### src/rtl/status_arbiter_if.sv
// Bundle of the four requester channels and the merged output stream.
// The arbiter connects through the slave modport. Requesters and the
// downstream consumer connect through the master modport.
interface status_arbiter_if #(
    parameter int DATA_W = 128
);
    logic [DATA_W-1:0] info_in_id0;
    logic [DATA_W-1:0] info_in_id1;
    logic [DATA_W-1:0] info_in_id2;
    logic [DATA_W-1:0] info_in_id3;
    logic              valid_in_id0;
    logic              valid_in_id1;
    logic              valid_in_id2;
    logic              valid_in_id3;
    logic              busy_id0;
    logic              busy_id1;
    logic              busy_id2;
    logic              busy_id3;
    logic [DATA_W-1:0] info_out;
    logic              valid_out;
    logic [1:0]        id_out;
    logic              downstream_busy;

    modport master (
        output info_in_id0, info_in_id1, info_in_id2, info_in_id3,
        output valid_in_id0, valid_in_id1, valid_in_id2, valid_in_id3,
        output downstream_busy,
        input  busy_id0, busy_id1, busy_id2, busy_id3,
        input  info_out, valid_out, id_out
    );

    modport slave (
        input  info_in_id0, info_in_id1, info_in_id2, info_in_id3,
        input  valid_in_id0, valid_in_id1, valid_in_id2, valid_in_id3,
        input  downstream_busy,
        output busy_id0, busy_id1, busy_id2, busy_id3,
        output info_out, valid_out, id_out
    );
endinterface

### src/rtl/status_arbiter.sv
// Four-channel round-robin merge of status words into one registered stream.
// Each channel owns a one-entry slot. The slot's full flag is that channel's
// busy, so a requester is released as soon as its word is captured. Only
// registered slot contents are arbitrated, which keeps busy free of any
// combinational path from valid_in or downstream_busy.
module status_arbiter #(
    parameter int DATA_W = 128
) (
    input  logic             clk,
    input  logic             rst,
    status_arbiter_if.slave  bus
);

    logic [DATA_W-1:0] w_info_in [4];
    logic [3:0]        w_valid_in;
    logic [3:0]        w_capture;
    logic              w_load;
    logic [1:0]        w_grant;
    logic [1:0]        w_cand;
    logic              w_found;

    logic [3:0]        r_full;
    logic [DATA_W-1:0] r_data [4];
    logic [1:0]        r_last;
    logic              r_valid_out;
    logic [DATA_W-1:0] r_info_out;
    logic [1:0]        r_id_out;

    assign w_info_in[0] = bus.info_in_id0;
    assign w_info_in[1] = bus.info_in_id1;
    assign w_info_in[2] = bus.info_in_id2;
    assign w_info_in[3] = bus.info_in_id3;
    assign w_valid_in   = {bus.valid_in_id3, bus.valid_in_id2,
                           bus.valid_in_id1, bus.valid_in_id0};

    // A full slot blocks capture, so capture and release never meet on one slot.
    assign w_capture = w_valid_in & ~r_full;

    // The output register accepts a new word when it is empty or being drained.
    assign w_load = (~r_valid_out | ~bus.downstream_busy) & (|r_full);

    // Round-robin search starting just after the last granted channel.
    always_comb begin
        w_grant = r_last;
        w_cand  = r_last;
        w_found = 1'b0;
        for (int k = 1; k <= 4; k++) begin
            w_cand = r_last + k[1:0];
            if (!w_found && r_full[w_cand]) begin
                w_grant = w_cand;
                w_found = 1'b1;
            end
        end
    end

    // Slot occupancy: set on capture, cleared when the slot is loaded out.
    always_ff @(posedge clk) begin
        if (rst) begin
            r_full <= '0;
        end else begin
            for (int n = 0; n < 4; n++) begin
                if (w_load && (w_grant == 2'(n))) begin
                    r_full[n] <= 1'b0;
                end else if (w_capture[n]) begin
                    r_full[n] <= 1'b1;
                end
            end
        end
    end

    // Slot payload; contents are meaningless while the slot is empty.
    always_ff @(posedge clk) begin
        for (int n = 0; n < 4; n++) begin
            if (w_capture[n]) begin
                r_data[n] <= w_info_in[n];
            end
        end
    end

    // Output register and round-robin pointer; frozen while valid and stalled.
    always_ff @(posedge clk) begin
        if (rst) begin
            r_valid_out <= 1'b0;
            r_info_out  <= '0;
            r_id_out    <= '0;
            r_last      <= 2'd3;
        end else if (w_load) begin
            r_valid_out <= 1'b1;
            r_info_out  <= r_data[w_grant];
            r_id_out    <= w_grant;
            r_last      <= w_grant;
        end else if (r_valid_out && !bus.downstream_busy) begin
            r_valid_out <= 1'b0;
        end
    end

    assign bus.busy_id0  = r_full[0];
    assign bus.busy_id1  = r_full[1];
    assign bus.busy_id2  = r_full[2];
    assign bus.busy_id3  = r_full[3];
    assign bus.valid_out = r_valid_out;
    assign bus.info_out  = r_info_out;
    assign bus.id_out    = r_id_out;

endmodule

### src/flat_wrapper.sv
// flat-port wrapper written by rule: the top's interface ports become plain ports
module status_arbiter_flat 
#(
    parameter int DATA_W = 128
)
  (clk, rst, bus_info_in_id0, bus_info_in_id1, bus_info_in_id2, bus_info_in_id3, bus_valid_in_id0, bus_valid_in_id1, bus_valid_in_id2, bus_valid_in_id3, bus_downstream_busy, bus_busy_id0, bus_busy_id1, bus_busy_id2, bus_busy_id3, bus_info_out, bus_valid_out, bus_id_out);
  status_arbiter_if #(.DATA_W(DATA_W)) bus_i ();
  input  logic clk;
  input  logic rst;
  input wire logic [$bits(bus_i.info_in_id0)-1:0] bus_info_in_id0;
  input wire logic [$bits(bus_i.info_in_id1)-1:0] bus_info_in_id1;
  input wire logic [$bits(bus_i.info_in_id2)-1:0] bus_info_in_id2;
  input wire logic [$bits(bus_i.info_in_id3)-1:0] bus_info_in_id3;
  input wire logic [$bits(bus_i.valid_in_id0)-1:0] bus_valid_in_id0;
  input wire logic [$bits(bus_i.valid_in_id1)-1:0] bus_valid_in_id1;
  input wire logic [$bits(bus_i.valid_in_id2)-1:0] bus_valid_in_id2;
  input wire logic [$bits(bus_i.valid_in_id3)-1:0] bus_valid_in_id3;
  input wire logic [$bits(bus_i.downstream_busy)-1:0] bus_downstream_busy;
  output wire logic [$bits(bus_i.busy_id0)-1:0] bus_busy_id0;
  output wire logic [$bits(bus_i.busy_id1)-1:0] bus_busy_id1;
  output wire logic [$bits(bus_i.busy_id2)-1:0] bus_busy_id2;
  output wire logic [$bits(bus_i.busy_id3)-1:0] bus_busy_id3;
  output wire logic [$bits(bus_i.info_out)-1:0] bus_info_out;
  output wire logic [$bits(bus_i.valid_out)-1:0] bus_valid_out;
  output wire logic [$bits(bus_i.id_out)-1:0] bus_id_out;
  assign bus_i.info_in_id0 = bus_info_in_id0;
  assign bus_i.info_in_id1 = bus_info_in_id1;
  assign bus_i.info_in_id2 = bus_info_in_id2;
  assign bus_i.info_in_id3 = bus_info_in_id3;
  assign bus_i.valid_in_id0 = bus_valid_in_id0;
  assign bus_i.valid_in_id1 = bus_valid_in_id1;
  assign bus_i.valid_in_id2 = bus_valid_in_id2;
  assign bus_i.valid_in_id3 = bus_valid_in_id3;
  assign bus_i.downstream_busy = bus_downstream_busy;
  assign bus_busy_id0 = bus_i.busy_id0;
  assign bus_busy_id1 = bus_i.busy_id1;
  assign bus_busy_id2 = bus_i.busy_id2;
  assign bus_busy_id3 = bus_i.busy_id3;
  assign bus_info_out = bus_i.info_out;
  assign bus_valid_out = bus_i.valid_out;
  assign bus_id_out = bus_i.id_out;
  status_arbiter #(.DATA_W(DATA_W)) u_core (.clk(clk), .rst(rst), .bus(bus_i));
endmodule
### config.mk
export PLATFORM = sky130hd
export DESIGN_NAME = status_arbiter_flat
export DESIGN_NICKNAME = d
export VERILOG_FILES = /design/src/rtl/status_arbiter_if.sv /design/src/rtl/status_arbiter.sv /design/src/flat_wrapper.sv
export SDC_FILE = /design/constraint.sdc
export NUM_CORES = 1
export LEC_CHECK = 0
export BUFFER_PORTS_ARGS = -buffer_cell sky130_fd_sc_hd__buf_2
export CORE_MARGIN = 2
export CORE_UTILIZATION = 30
export CTS_CLUSTER_SIZE = 8
export DETAILED_ROUTE_END_ITERATION = 8
export PLACE_DENSITY = 0.61
export SLEW_MARGIN = 20
export SYNTH_ARGS = -nofsm -noshare
export SYNTH_HDL_FRONTEND = slang
export SYNTH_SLANG_ARGS = --single-unit
### constraint.sdc
create_clock -name clk -period 17.7 [get_ports clk]
set_input_delay 0.885 -clock clk [delete_from_list [all_inputs] [get_ports clk]]
set_output_delay 0.885 -clock clk [all_outputs]
set_load 0.05 [all_outputs]
* Word-level counts from Yosys, hierarchy flattened
Memories as Yosys holds them, arrays and structs flattened. A register that Yosys moved wholly into a read port is not among the register bits.
Cells that the tools add are included.
** Word-level totals
- Flip-flop bits (word level) :: 9
- Memory bits (writable) :: 512
- Bits of input ports :: 519
- Output and inout port bits :: 135
- Word-level logic and storage cells :: 68
- Memories kept :: 1
** Memory list
- u_core.r_data :: depth 4, bits a word 128, read ports 1, clocked after memory_dff 1, write ports 4, line status_arbiter.sv:23 : logic [DATA_W-1:0] r_data [4];
** Cells by class
- Add/sub/neg operators :: 3
- Magnitude comparators :: 4
- Equal/unequal tests :: 3
- Muxes and demuxes :: 25
- Bitwise operators :: 6
- Reductions and logical operators :: 19
** Operators with widths (count)
- $mux W1 :: 17
- $lt A2 B3 Y1 const B :: 4
- $bmux W1 S2 :: 4
- $logic_and A1 B1 Y1 :: 8
- $mux W2 :: 4
- $reduce_or A2 Y1 :: 4
- $add A2 B2 Y2 const B :: 2
- $and A4 B4 Y4 :: 1
- $eq A2 B2 Y1 const B :: 2
- $logic_not A1 Y1 :: 4
- $not A4 Y4 :: 1
- $reduce_or A4 Y1 :: 1
- $add A2 B1 Y2 const B :: 1
- $eq A2 B1 Y1 const B :: 1
- $logic_not A2 Y1 :: 1
- $not A1 Y1 :: 2
- $reduce_bool A2 Y1 :: 1
- $and A1 B1 Y1 :: 1
- $or A1 B1 Y1 :: 1

* Longest topological paths before layout
- Depth in word-level cells :: 16
- Mapped depth :: 7

* Least setup slack after synthesis
OpenSTA, ideal clock, no wires.
- Path kind :: input -> register
- Start point :: input port bus_valid_in_id0
- End point :: memory u_core.r_data[0][0], enable pin
- Setup time :: 0.629 ns
- Arrival :: 6.433 ns
- Required time :: 17.071 ns
- Path slack :: 10.638 ns
- Stages :: 1
- Path through :: nor2b_1
** RTL lines
- from (decl) :: line flat_wrapper.sv:14 : input wire logic [$bits(bus_i.valid_in_id0)-1:0] bus_valid_in_id0;
- to (decl) :: line status_arbiter.sv:23

* Worst setup path after layout
- Start point :: register u_core.r_full[1]
- End point :: register u_core.r_info_out[107] (netlist: u_core.bus.info_out[107]) (read register of u_core.r_data)
** On the way
- Word-level cells in the longest chain between the ends :: 12
** Ends and longest elaborated chain
- from (decl) :: line status_arbiter.sv:22 : logic [3:0] r_full;
- from (signal assigned) :: line status_arbiter.sv:59 : r_full <= '0;
- from (signal, indexed assignment) :: line status_arbiter.sv:63 : r_full[n] <= 1'b0;
- from (signal, indexed assignment) :: line status_arbiter.sv:65 : r_full[n] <= 1'b1;
- $bmux W1 S2 :: line status_arbiter.sv:49 : if (!w_found && r_full[w_cand]) begin
- $mux W1 (implied by the code) :: line status_arbiter.sv:49
- $mux W1 :: line status_arbiter.sv:49
- $logic_not A1 Y1 :: line status_arbiter.sv:49
- $logic_and A1 B1 Y1 :: line status_arbiter.sv:49
- $mux W1 :: line status_arbiter.sv:49
- $logic_not A1 Y1 :: line status_arbiter.sv:49
- $logic_and A1 B1 Y1 :: line status_arbiter.sv:49
- $mux W1 :: line status_arbiter.sv:49
- $logic_not A1 Y1 :: line status_arbiter.sv:49
- $logic_and A1 B1 Y1 :: line status_arbiter.sv:49
- $mux W2 :: line status_arbiter.sv:49
- to (decl) :: line status_arbiter.sv:26 : logic [DATA_W-1:0] r_info_out;
Several ways; a longest one is shown, not always the timed one. The select of a mux whose other input is x is not followed.
A chain may end at the register's enable or synchronous reset.

==> flow_summary.yaml <==
cts:
  root_buffer: "clkbuf_16"
  clock_sinks: 649
  clkLatencyLatePin_ps: 650
  numCtsBuffers: 91
  clk_pin_slew_ps: 50
  cts_max_level: 3
  postCtsSetupBuffers: 0
  ctsResizeCount: 0
  cts.path.max_buffers: 3
  holdBufCountCts: 0
  cts_tree: "yes"
power:
  p_sw_mw: 1.850
  power_frac_comb_pct: 28.4
  p_leak_nw: 12.23
  vdd_drop_max_mv: 0.09038
  swShare_pct: 35.91
  power_density_nw_per_um2: 163.3
  p_clk_share_pct: 32.0
  internal_power_mw: 3.301
  seqPwrFrac_pct: 39.5
critical_path:
  worstPathArrival_ps: 3910
  critPathCapture: "u_core.bus.info_out[107]"
  r2r-start: "u_core.r_full[1]"
  crit_path_end_kind: "flip-flop"
  crit_path_start: "u_core.r_full[1]"
  path_class: "reg2reg"
  worstRegToRegCells: 8
  rrSetupSlack_ps: 14270
  start_kind: "flip-flop"
  crit_chain: "nor2b_1, and2b_4, buf_4, nor3_4, buf_4, buf_4, mux2i_1, o211ai_1"
  crit_slowest_cell: "buf_4"
  worst_path_largest_cell_delay_ps: 760
  critPathMaxFanout: 44
  crit_top_cell: "buf_4"
  cp_data_required_time_ps: 18170
  r2r_end: "u_core.bus.info_out[107]"
synthesis:
  synth_async_sr_flop_share_pct: 0
  synth_fa_ha_area_share_pct: 0
  synthXorXnorAreaFrac_pct: 0
  synthCells: 1606
  synthFlopType: "edfxtp_1"
  synth_warnings: 0
  synth-compound-area-share_pct: 12.14
  synth_seq_area_share_pct: 74.02
  synth_simple_gate_area_share_pct: 5.991
  yosys.cell_count.top_type: "edfxtp_1"
  synth_edf_count: 512
  syn-num-nets: 2125
  synth.area.top_cells: "edfxtp_1 63%, dfxtp_1 11%, mux2i_1 5.3%"
  synth_top_family_by_area: "compound AO/OA/AOI/OAI gates"
  synth_mux_area_share_pct: 5.275
  ys_top_cells_by_count: "512 x edfxtp_1, 137 x dfxtp_1, 132 x nand2_1"
  yosysTopAreaCell: "edfxtp_1"
  synth_top_area_share_pct: 62.81
  syn_area_um2: 24480
  ys_types: 29
  synth_seq_cells: 649
  syn_area_per_cell_um2: 15.24
die:
  io_pins: 654
  rows: 104
  die_w_um: 289.6
  core_area_um2: 80680
  start_util_pct: 30.34
  die_height_um: 289.6
  die_area_um2: 83890
sta:
  max_slew_margin_pct: 24.36
  skew_ps: 38.21
  timing.setup.tns_ps: 0
  setup_viol: 0
  min_period_ps: 3432
  fin_ws_ps: 14270
  fin_crit_sh_pct: 19.39
  final_hold_viol_count: 0
  finalMaxSlewViolations: 0
  rsz0062_at_grt: "false"
  tightest_slew_ps: 1135
  max_freq_mhz: 291.4
hold_path:
  hold_path.class: "in2reg"
route:
  num_vias: 17234
  antenna_left: 0
  dr.pass1.iters: 5
  wire_per_inst_um: 23.70
  routed_wl_um: 80690
  route.detailed.drc: 0
  viasPerCell: 5.061
  drt_iter0_drc: 1501
job:
  drv.max_cap_violation_count: 0
placement:
  globalplace.congestion: 0.8462
  placedCellCount: 3205
  port_buffers: 653
  dp_hpwl_um: 52340
  pre_cts_ws_ps: 14080
final_layout:
  layout-drive-gt1-share_pct: 34.28
  syn_to_final_growth_pct: 28.86
  finish.utilization_pct: 39.10
  final_net_count: 2757
  final_cells: 3405
grt:
  antenna_found_initial: 38
  grt_pass1_vias: 17726
  overflow: 0
  grt_pass1_wl_um: 114500
  grt_use_total_pct: 18.31
  grt_max_degree: 129
outcome:
  status: "completed"
[worst min-delay path by stage]
stage | start | endpoint | slack, ps | cells past startpoint
4_1_cts | bus_info_in_id0[34] | u_core.r_data[0][34] | 350 | 1
5_1_grt | bus_info_in_id1[117] | u_core.r_data[1][117] | 360 | 1
2_1_floorplan | u_core.r_last[0] | u_core.r_last[0] | 520 | 2
3_5_place_dp | u_core.bus.info_out[127] | u_core.bus.info_out[127] | 450 | 2
6_report | bus_info_in_id1[117] | u_core.r_data[1][117] | 410 | 1
3_3_place_gp | u_core.bus.info_out[93] | u_core.bus.info_out[93] | 450 | 2
[metrics by stage]
| step | power (mW) | area (µm²) | hold WS [ps] |
|---|---|---|---|
| after floorplan | 3.098 | 24480 | 518.5 |
| after global placement | 3.515 | 28740 | 445.1 |
| after detailed placement | 3.542 | 28740 | 454.3 |
| after CTS | 5.204 | 31460 | 354.3 |
| after global routing | 5.355 | 31540 | 360.4 |
| final | 5.150 | 31540 | 413.2 |
[cell families after synthesis]
group,after synthesis
DFF,649
AOI/OAI and AO/OA,397
and+or+nand+nor,290
buffers and inverters,141
muxes,129
[sequential cells by signal (all words and copies together) (netlist names)]
| name | cells |
|---|---|
| u_core.bus.id_out | 2 |
| u_core.bus.info_out | 128 |
| u_core.bus.valid_out | 1 |
| u_core.r_data | 512 |
| u_core.r_full | 4 |
| u_core.r_last | 2 |
[cell type report]
cell class,count,area [µm²]
tap,1060,1326
antenna,32,80.08
inverter,1,3.754
clock buffer,162,2575
timing repair buffer,679,3476
multi-input combinational,816,5813
sequential,649,18120
clock inverter,6,150.1
fill,7703,49140
[per-layer routing]
metal  track usage [%]  vias up  share of wire, %
met2             31.41      791                51
li1                  -     7674                 -
met3             4.254      156               7.2
met5                 0        -             0.099
met1             22.01     8601                38
met4             7.859       12               3.4
[critical path, delay by kind of cell, from the launching register on]
family | cells | cell delay [ps]
compound gates | 1 | 110
buf+inv | 3 | 1620
flops | 1 | 390
mux | 1 | 270
simple gates | 3 | 650
[power groups by stage]
stage | Clock, mW | Sequential (mW) | Combinational [mW]
floorplan | 0 | 2.49 | 0.605
global placement | 0 | 2.06 | 1.46
detailed placement | 0 | 2.06 | 1.48
CTS | 1.69 | 2.03 | 1.48
global route | 1.75 | 2.05 | 1.55
finish | 1.65 | 2.04 | 1.46
[placed cells by master, fill, tap and decap left out, drive strengths merged]
| cell | count |
|---|---|
| a211oi | 2 |
| a21o | 129 |
| a21oi | 3 |
| a311oi | 2 |
| and2 | 1 |
| and2b | 1 |
| buf | 679 |
| clkbuf | 162 |
| clkinv | 3 |
| dfxtp | 137 |
| diode | 32 |
| edfxtp | 512 |
| inv | 4 |
| mux2i | 129 |
| nand2 | 132 |
| nand2b | 3 |
| nand3 | 2 |
| nand4 | 129 |
| nor2 | 13 |
| nor2b | 6 |
| nor3 | 1 |
| nor4 | 1 |
| o211ai | 128 |
| o21ai | 5 |
| o31ai | 128 |
| or3 | 1 |
No activity file was read; power rests on OpenSTA's default activity.
